===== src/rtl/i2cmb_wb_sequencer.sv =====
// ---------------------------------------------------------------------------------------------
// i2cmb_wb_sequencer
//
// Wishbone master front-end for the iicmb_m_wb I2C controller. One high-level request
// (read/write, bus, slave address, byte count) is expanded into the CSR/DPR/CMDR register
// sequence: enable (first request after reset), set bus, START, address byte, N data bytes,
// STOP. Completion is reported with a one-cycle done_o pulse and a 2-bit status.
//
// Optional feature (macro I2CMB_SEQ_POLL_EN):
//   defined   - completion is detected by polling CMDR every 4 idle cycles, irq disabled
//               (CSR=0x80).
//   undefined - completion is detected by irq_i, then CMDR is read once (CSR=0xC0).
//
// Ports:
//   clk_i, rst_ni                  clock, asynchronous active-low reset
//   req_valid_i/req_ready_o        request handshake; ready only while idle
//   req_rw_i/bus_i/addr_i/len_i    request fields (len 0 = address-only probe)
//   wr_data_i/wr_valid_i/wr_ready_o  write byte stream; ready pulses on the DPR write ack
//   rd_data_o/rd_valid_o/rd_ready_i  read byte stream; valid held until ready
//   done_o, status_o, busy_o       completion pulse, status (00 OK, 01 NAK, 10 AL, 11 ERR)
//   cyc_o/stb_o/we_o/adr_o/dat_o   Wishbone master outputs
//   dat_i, ack_i                   Wishbone read data and acknowledge
//   irq_i                          controller interrupt request
// ---------------------------------------------------------------------------------------------
module i2cmb_wb_sequencer #(
    parameter int unsigned WB_ADDR_WIDTH  = 2,
    parameter int unsigned WB_DATA_WIDTH  = 8,
    parameter int unsigned NUM_I2C_BUSSES = 1,
    parameter int unsigned LEN_W          = 8
) (
    input  logic                     clk_i,
    input  logic                     rst_ni,
    input  logic                     req_valid_i,
    output logic                     req_ready_o,
    input  logic                     req_rw_i,
    input  logic [7:0]               req_bus_i,
    input  logic [6:0]               req_addr_i,
    input  logic [LEN_W-1:0]         req_len_i,
    input  logic [7:0]               wr_data_i,
    input  logic                     wr_valid_i,
    output logic                     wr_ready_o,
    output logic [7:0]               rd_data_o,
    output logic                     rd_valid_o,
    input  logic                     rd_ready_i,
    output logic                     done_o,
    output logic [1:0]               status_o,
    output logic                     busy_o,
    output logic                     cyc_o,
    output logic                     stb_o,
    output logic                     we_o,
    output logic [WB_ADDR_WIDTH-1:0] adr_o,
    output logic [WB_DATA_WIDTH-1:0] dat_o,
    input  logic [WB_DATA_WIDTH-1:0] dat_i,
    input  logic                     ack_i,
    input  logic                     irq_i
);

    // Register offsets
    localparam logic [WB_ADDR_WIDTH-1:0] AdrCsr  = WB_ADDR_WIDTH'(0);
    localparam logic [WB_ADDR_WIDTH-1:0] AdrDpr  = WB_ADDR_WIDTH'(1);
    localparam logic [WB_ADDR_WIDTH-1:0] AdrCmdr = WB_ADDR_WIDTH'(2);

    // CMDR command codes
    localparam logic [2:0] CmdWrite   = 3'b001;
    localparam logic [2:0] CmdReadAck = 3'b010;
    localparam logic [2:0] CmdReadNak = 3'b011;
    localparam logic [2:0] CmdStart   = 3'b100;
    localparam logic [2:0] CmdStop    = 3'b101;
    localparam logic [2:0] CmdSetBus  = 3'b110;

`ifdef I2CMB_SEQ_POLL_EN
    localparam logic [7:0] CsrEnable = 8'h80;  // core enable only
`else
    localparam logic [7:0] CsrEnable = 8'hC0;  // core enable + irq enable
`endif

    typedef enum logic [3:0] {
        StIdle,
        StEnable,
        StSetbusDpr,
        StSetbusCmd,
        StStart,
        StAddrDpr,
        StAddrCmd,
        StWrDpr,
        StWrCmd,
        StRdCmd,
        StRdDpr,
        StRdOut,
        StStop,
        StWait,
        StDone
    } state_e;

    // Which command is outstanding while in StWait
    typedef enum logic [2:0] {
        SrcSetbus,
        SrcStart,
        SrcAddr,
        SrcWr,
        SrcRd,
        SrcStop
    } src_e;

    state_e             state_q;
    src_e               src_q;
    logic               enabled_q;
    logic               rw_q;
    logic [7:0]         bus_q;
    logic [6:0]         addr_q;
    logic [LEN_W-1:0]   len_q;
    logic [1:0]         status_q;

`ifdef I2CMB_SEQ_POLL_EN
    logic [1:0]         poll_cnt_q;
    logic               unused_irq;
    assign unused_irq = irq_i;
`endif

    // Access the current state wants to perform once the bus is free
    logic               acc_req;
    logic               acc_we;
    logic [WB_ADDR_WIDTH-1:0] acc_adr;
    logic [7:0]         acc_dat;

    logic               wb_ack;
    logic               last_byte;

    assign wb_ack     = cyc_o & ack_i;
    assign last_byte  = (len_q <= LEN_W'(1));
    assign wr_ready_o = (state_q == StWrDpr) & wb_ack;

    always_comb begin
        acc_req = 1'b0;
        acc_we  = 1'b1;
        acc_adr = AdrCmdr;
        acc_dat = 8'h00;
        case (state_q)
            StEnable: begin
                acc_req = 1'b1;
                acc_adr = AdrCsr;
                acc_dat = CsrEnable;
            end
            StSetbusDpr: begin
                acc_req = 1'b1;
                acc_adr = AdrDpr;
                acc_dat = bus_q;
            end
            StSetbusCmd: begin
                acc_req = 1'b1;
                acc_dat = {5'b0, CmdSetBus};
            end
            StStart: begin
                acc_req = 1'b1;
                acc_dat = {5'b0, CmdStart};
            end
            StAddrDpr: begin
                acc_req = 1'b1;
                acc_adr = AdrDpr;
                acc_dat = {addr_q, rw_q};
            end
            StAddrCmd, StWrCmd: begin
                acc_req = 1'b1;
                acc_dat = {5'b0, CmdWrite};
            end
            StWrDpr: begin
                acc_req = wr_valid_i;
                acc_adr = AdrDpr;
                acc_dat = wr_data_i;
            end
            StRdCmd: begin
                acc_req = 1'b1;
                acc_dat = {5'b0, (last_byte ? CmdReadNak : CmdReadAck)};
            end
            StRdDpr: begin
                acc_req = 1'b1;
                acc_we  = 1'b0;
                acc_adr = AdrDpr;
            end
            StStop: begin
                acc_req = 1'b1;
                acc_dat = {5'b0, CmdStop};
            end
            StWait: begin
`ifdef I2CMB_SEQ_POLL_EN
                acc_req = (poll_cnt_q == 2'd3);
`else
                acc_req = irq_i;
`endif
                acc_we  = 1'b0;
                acc_adr = AdrCmdr;
            end
            default: ;
        endcase
    end

    always_ff @(posedge clk_i or negedge rst_ni) begin
        if (!rst_ni) begin
            state_q     <= StIdle;
            src_q       <= SrcSetbus;
            enabled_q   <= 1'b0;
            rw_q        <= 1'b0;
            bus_q       <= 8'h00;
            addr_q      <= 7'h00;
            len_q       <= '0;
            status_q    <= 2'b00;
            req_ready_o <= 1'b0;
            rd_data_o   <= 8'h00;
            rd_valid_o  <= 1'b0;
            done_o      <= 1'b0;
            status_o    <= 2'b00;
            busy_o      <= 1'b0;
            cyc_o       <= 1'b0;
            stb_o       <= 1'b0;
            we_o        <= 1'b0;
            adr_o       <= '0;
            dat_o       <= '0;
`ifdef I2CMB_SEQ_POLL_EN
            poll_cnt_q  <= 2'd0;
`endif
        end else begin
            done_o <= 1'b0;

            // Launch only from an idle bus; the ack cycle drops cyc/stb, which guarantees
            // at least one idle cycle before the next access.
            if (acc_req && !cyc_o) begin
                cyc_o <= 1'b1;
                stb_o <= 1'b1;
                we_o  <= acc_we;
                adr_o <= acc_adr;
                dat_o <= WB_DATA_WIDTH'(acc_dat);
            end else if (wb_ack) begin
                cyc_o <= 1'b0;
                stb_o <= 1'b0;
                we_o  <= 1'b0;
            end

`ifdef I2CMB_SEQ_POLL_EN
            // Counts idle cycles in WAIT; wraps to 0 on the cycle a CMDR poll is launched.
            if (state_q != StWait) begin
                poll_cnt_q <= 2'd0;
            end else if (!cyc_o) begin
                poll_cnt_q <= poll_cnt_q + 2'd1;
            end
`endif

            case (state_q)
                StIdle: begin
                    req_ready_o <= 1'b1;
                    if (req_valid_i && req_ready_o) begin
                        req_ready_o <= 1'b0;
                        busy_o      <= 1'b1;
                        rw_q        <= req_rw_i;
                        bus_q       <= req_bus_i;
                        addr_q      <= req_addr_i;
                        len_q       <= req_len_i;
                        status_q    <= 2'b00;
                        if (32'(req_bus_i) >= NUM_I2C_BUSSES) begin
                            // Nonexistent bus: fail without touching the controller
                            status_q <= 2'b11;
                            state_q  <= StDone;
                        end else if (!enabled_q) begin
                            state_q <= StEnable;
                        end else begin
                            state_q <= StSetbusDpr;
                        end
                    end
                end
                StEnable: begin
                    if (wb_ack) begin
                        enabled_q <= 1'b1;
                        state_q   <= StSetbusDpr;
                    end
                end
                StSetbusDpr: begin
                    if (wb_ack) state_q <= StSetbusCmd;
                end
                StSetbusCmd: begin
                    if (wb_ack) begin
                        src_q   <= SrcSetbus;
                        state_q <= StWait;
                    end
                end
                StStart: begin
                    if (wb_ack) begin
                        src_q   <= SrcStart;
                        state_q <= StWait;
                    end
                end
                StAddrDpr: begin
                    if (wb_ack) state_q <= StAddrCmd;
                end
                StAddrCmd: begin
                    if (wb_ack) begin
                        src_q   <= SrcAddr;
                        state_q <= StWait;
                    end
                end
                StWrDpr: begin
                    if (wb_ack) state_q <= StWrCmd;
                end
                StWrCmd: begin
                    if (wb_ack) begin
                        src_q   <= SrcWr;
                        state_q <= StWait;
                    end
                end
                StRdCmd: begin
                    if (wb_ack) begin
                        src_q   <= SrcRd;
                        state_q <= StWait;
                    end
                end
                StRdDpr: begin
                    if (wb_ack) begin
                        rd_data_o  <= dat_i[7:0];
                        rd_valid_o <= 1'b1;
                        state_q    <= StRdOut;
                    end
                end
                StRdOut: begin
                    if (rd_ready_i) begin
                        rd_valid_o <= 1'b0;
                        if (len_q != '0) len_q <= len_q - LEN_W'(1);
                        state_q <= last_byte ? StStop : StRdCmd;
                    end
                end
                StStop: begin
                    if (wb_ack) begin
                        src_q   <= SrcStop;
                        state_q <= StWait;
                    end
                end
                StWait: begin
                    // Decode CMDR read-back: ERR > AL > NAK > DON; nothing set keeps waiting.
                    if (wb_ack) begin
                        if (dat_i[4]) begin
                            status_q <= 2'b11;
                            state_q  <= StDone;
                        end else if (dat_i[5]) begin
                            status_q <= 2'b10;
                            state_q  <= StDone;
                        end else if (dat_i[6]) begin
                            status_q <= 2'b01;
                            state_q  <= (src_q == SrcStop) ? StDone : StStop;
                        end else if (dat_i[7]) begin
                            case (src_q)
                                SrcSetbus: state_q <= StStart;
                                SrcStart:  state_q <= StAddrDpr;
                                SrcAddr: begin
                                    if (len_q == '0)  state_q <= StStop;
                                    else if (rw_q)    state_q <= StRdCmd;
                                    else              state_q <= StWrDpr;
                                end
                                SrcWr: begin
                                    if (len_q != '0) len_q <= len_q - LEN_W'(1);
                                    state_q <= last_byte ? StStop : StWrDpr;
                                end
                                SrcRd:   state_q <= StRdDpr;
                                default: state_q <= StDone;
                            endcase
                        end
                    end
                end
                StDone: begin
                    done_o      <= 1'b1;
                    busy_o      <= 1'b0;
                    status_o    <= status_q;
                    req_ready_o <= 1'b1;
                    state_q     <= StIdle;
                end
                default: state_q <= StIdle;
            endcase
        end
    end

endmodule


===== config.mk =====
export PLATFORM = sky130hd
export DESIGN_NAME = i2cmb_wb_sequencer
export DESIGN_NICKNAME = d
export VERILOG_FILES = /design/src/rtl/i2cmb_wb_sequencer.sv
export SDC_FILE = /design/constraint.sdc
export NUM_CORES = 1
export LEC_CHECK = 0
export BUFFER_PORTS_ARGS = -buffer_cell sky130_fd_sc_hd__buf_2
export CAP_MARGIN = 20
export CORE_MARGIN = 4
export CORE_UTILIZATION = 59
export DETAILED_ROUTE_END_ITERATION = 7
export GPL_TIMING_DRIVEN = 0
export PLACE_DENSITY = 0.86
export SYNTH_ARGS = -nofsm -noshare
export SYNTH_HDL_FRONTEND = slang
export SYNTH_SLANG_ARGS = --single-unit

===== constraint.sdc =====
create_clock -name clk_i -period 4.92 [get_ports clk_i]
set_input_delay 0.984 -clock clk_i [delete_from_list [all_inputs] [get_ports clk_i]]
set_output_delay 0.984 -clock clk_i [all_outputs]
set_load 0.02 [all_outputs]

==> results.tsv <==
metric	value	unit
outcome	completed	
reg2reg_from	state_q[3]	
fin_cells	521	
min_from	enabled_q	
crit_start	ack_i	
rsz0062_at_grt	false	
layout_setup_ws	1.92	ns
numPortBuffers	74	
coreArea	0.00557	mm2
synth_cell_types	60	
chipHeight	84.4	um
antenna_found_initial	0	
fin_util	74.3	%
r2r_setup_slack	2.47	ns
ir_drop	0.000369	V
insertedDiodeCount	0	
syn_nets	407	
mostFrequentLayoutCell	buf_2	
clock_sinks	60	
r2r_cells	7	
yosysTopAreaCell	dfrtp_1	
power_leakage	1.85	nW
dieArea	0.00712	mm2
slew_violations	0	
stdcell_area	0.00414	mm2
syn_area	0.00344	mm2
fin_crit_sh	61.1	%
syn_inst	358	
num_vias	3301	
finalClockSkew	0.0119	ns
post-place-ws	1.97	ns
clockRootBuffer	clkbuf_8	
worstPathCellList	buf_2, nand2_1, clkbuf_1, nor3_1, buf_2	
clk_latency	0.35	ns
nets	493	
path_max_fanout	10	
tns	0	ns
synthFlopType	dfrtp_1	
cts-buffers-inserted	9	
drcViolationCount	0	
critPathSlowestCell	nor3_1	
fillerInstances	426	
drtPass1Iterations	5	
period_minus_slack	3.00	ns
h-tree-depth	3	
async_flop_share	100	%
postCtsHoldBufs	0	
synth_seq_area_share	43.6	%
yosys.area.top_type_share	43.6	%
worstSetupEndpointType	output port	
worst_pin_slew	0.855	ns
postCtsSetupBuffers	0	
ys_warn_count	0	
rows	27	
cts_resized	0	
ios	75	
grt_overflow_total	0	
p_per_area	711	mW/mm2
avgSynthCellArea	9.61	um2
hold_class	reg -> reg	
grt_pass1_wl	16300	um
wl_per_cell	18.8	um
start_util	61.8	%
cp.arrival	2.02	ns
grt_max_degree	41	
path_common_cell	buf_2	
grt_pass1_vias	3322	
relSlewSlack	42.9	%
viasPerCell	6.34	
synth_edf_count	0	
wirelength	9810	um
clk_path_buf_depth	2	
synth.area.top_cells	dfrtp_1 (44%), mux2_2 (8.2%), o21ai_0 (5.1%)	
drv_cap	0	
finalSetupViolCount	0	
dp_cells	505	
fmax	333	MHz
finalHoldViolCount	0	
place_congestion	0.980	
placed_area	0.00392	mm2
rr_endpoint	len_q[7]	
ys_ff_latch	60	
area_growth	20.2	%
drt_iter0_drc	258	
cpPeakStageDelay	0.34	ns
multi_input_area	0.00177	mm2
ant_nets	0	
path_class	in -> out	
cts_tree	done	
layout_common_cells	buf_2 (89), dfrtp_1 (60), o21ai_0 (35)	
crit_required	3.94	ns
crit_end	wr_ready_o	
hpwlAfterDp	7230	um
die_x	84.4	um
grt_usage	28.7	%
cp-start-kind	input port	
drive_gt1_share	32.3	%
clkTransAtPathRegs	0.07	ns
register_area	0.00150	mm2
-- routing by layer --
metal / routed length [um] / vias to the layer above / global-route usage, % / share of wire, %
met3: 788 / 24 / 7.85 / 8.0
met1: 4140 / 1611 / 38.1 / 42
met2: 4690 / 167 / 46.3 / 48
met5: 0 / - / 0 / 0
met4: 194 / 0 / 8.78 / 2.0
li1: - / 1499 / - / -
-- kinds of logic (layout without fill, tap and decap cells) --
kind of cell | count (synthesis) | count (layout) | share of synthesized area, %
mux | 32 | 32 | 10.3
xor+xnor | 1 | 1 | 0.473
simple gates | 111 | 111 | 17.4
compound gates | 114 | 114 | 22.5
buf+inv | 38 | 129 | 5.02
fa+ha+maj | 2 | 2 | 0.727
flops | 60 | 60 | 43.6
-- per-stage QoR --
stage                     hold WS, ns  total power [mW]
final                           0.485              2.94
after global routing            0.508              3.14
after CTS                       0.474              2.92
after detailed placement        0.458              2.42
after global placement          0.440              2.36
after floorplan                 0.428              1.97
-- layout make-up --
cell class	instances	area share, %
buffer	26	3.08
inverter	12	1.09
sequential	60	36.3
clock buffer	10	3.08
tap	72	2.18
timing repair buffer	75	9.43
clock inverter	6	2.15
multi-input combinational	260	42.7
-- synth_stat cells, types with 3 or more instances --
cell type   n
a22o_1      7
or3_1       3
nor2_1     25
o21ai_0    35
nor4_1      8
clkbuf_1    7
o2bb2ai_1   7
a21boi_0    3
buf_2      15
mux2i_1     6
a21o_1      3
nor3_1      8
nand2b_1    5
o211ai_1    4
dfrtp_1    60
inv_1      12
nor3b_1     3
nand2_1    26
nor2b_1     9
mux2_2     25
a31oi_1     4
a21oi_1    16
nand3_1     6
a22oi_1     3
a2bb2oi_1   3
and2_1      3
o31ai_1     4
-- worst min-delay path by stage --
stage                           end  slack, ns  cells past startpoint
after floorplan           enabled_q       0.43                      1
after global placement    enabled_q       0.44                      1
after detailed placement  enabled_q       0.46                      1
after CTS                 enabled_q       0.47                      1
after global routing       dat_o[4]       0.51                      1
final                     enabled_q       0.49                      1
-- state kept, by name, indices dropped and copies added, names as in the netlist, 2 cells and up --
| name | count |
|---|---|
| bus_q | 8 |
| dat_o | 8 |
| len_q | 8 |
| rd_data_o | 8 |
| addr_q | 7 |
| state_q | 4 |
| src_q | 3 |
| adr_o | 2 |
| status_o | 2 |
| status_q | 2 |
-- worst max-delay path: cells and delay by family --
kind	cells	cell delay [ns]
simple gates	2	0.43
buf+inv	3	0.61
-- power breakdown --
group | total, mW | internal, mW | switching (mW) | leakage, nW
logic | 1.55 | 0.612 | 0.942 | 1.02
clock network | 0.491 | 0.285 | 0.206 | 0.102
registers | 0.897 | 0.726 | 0.171 | 0.732
total | 2.94 | 1.62 | 1.32 | 1.85
Power figures use the tool's default switching activity.
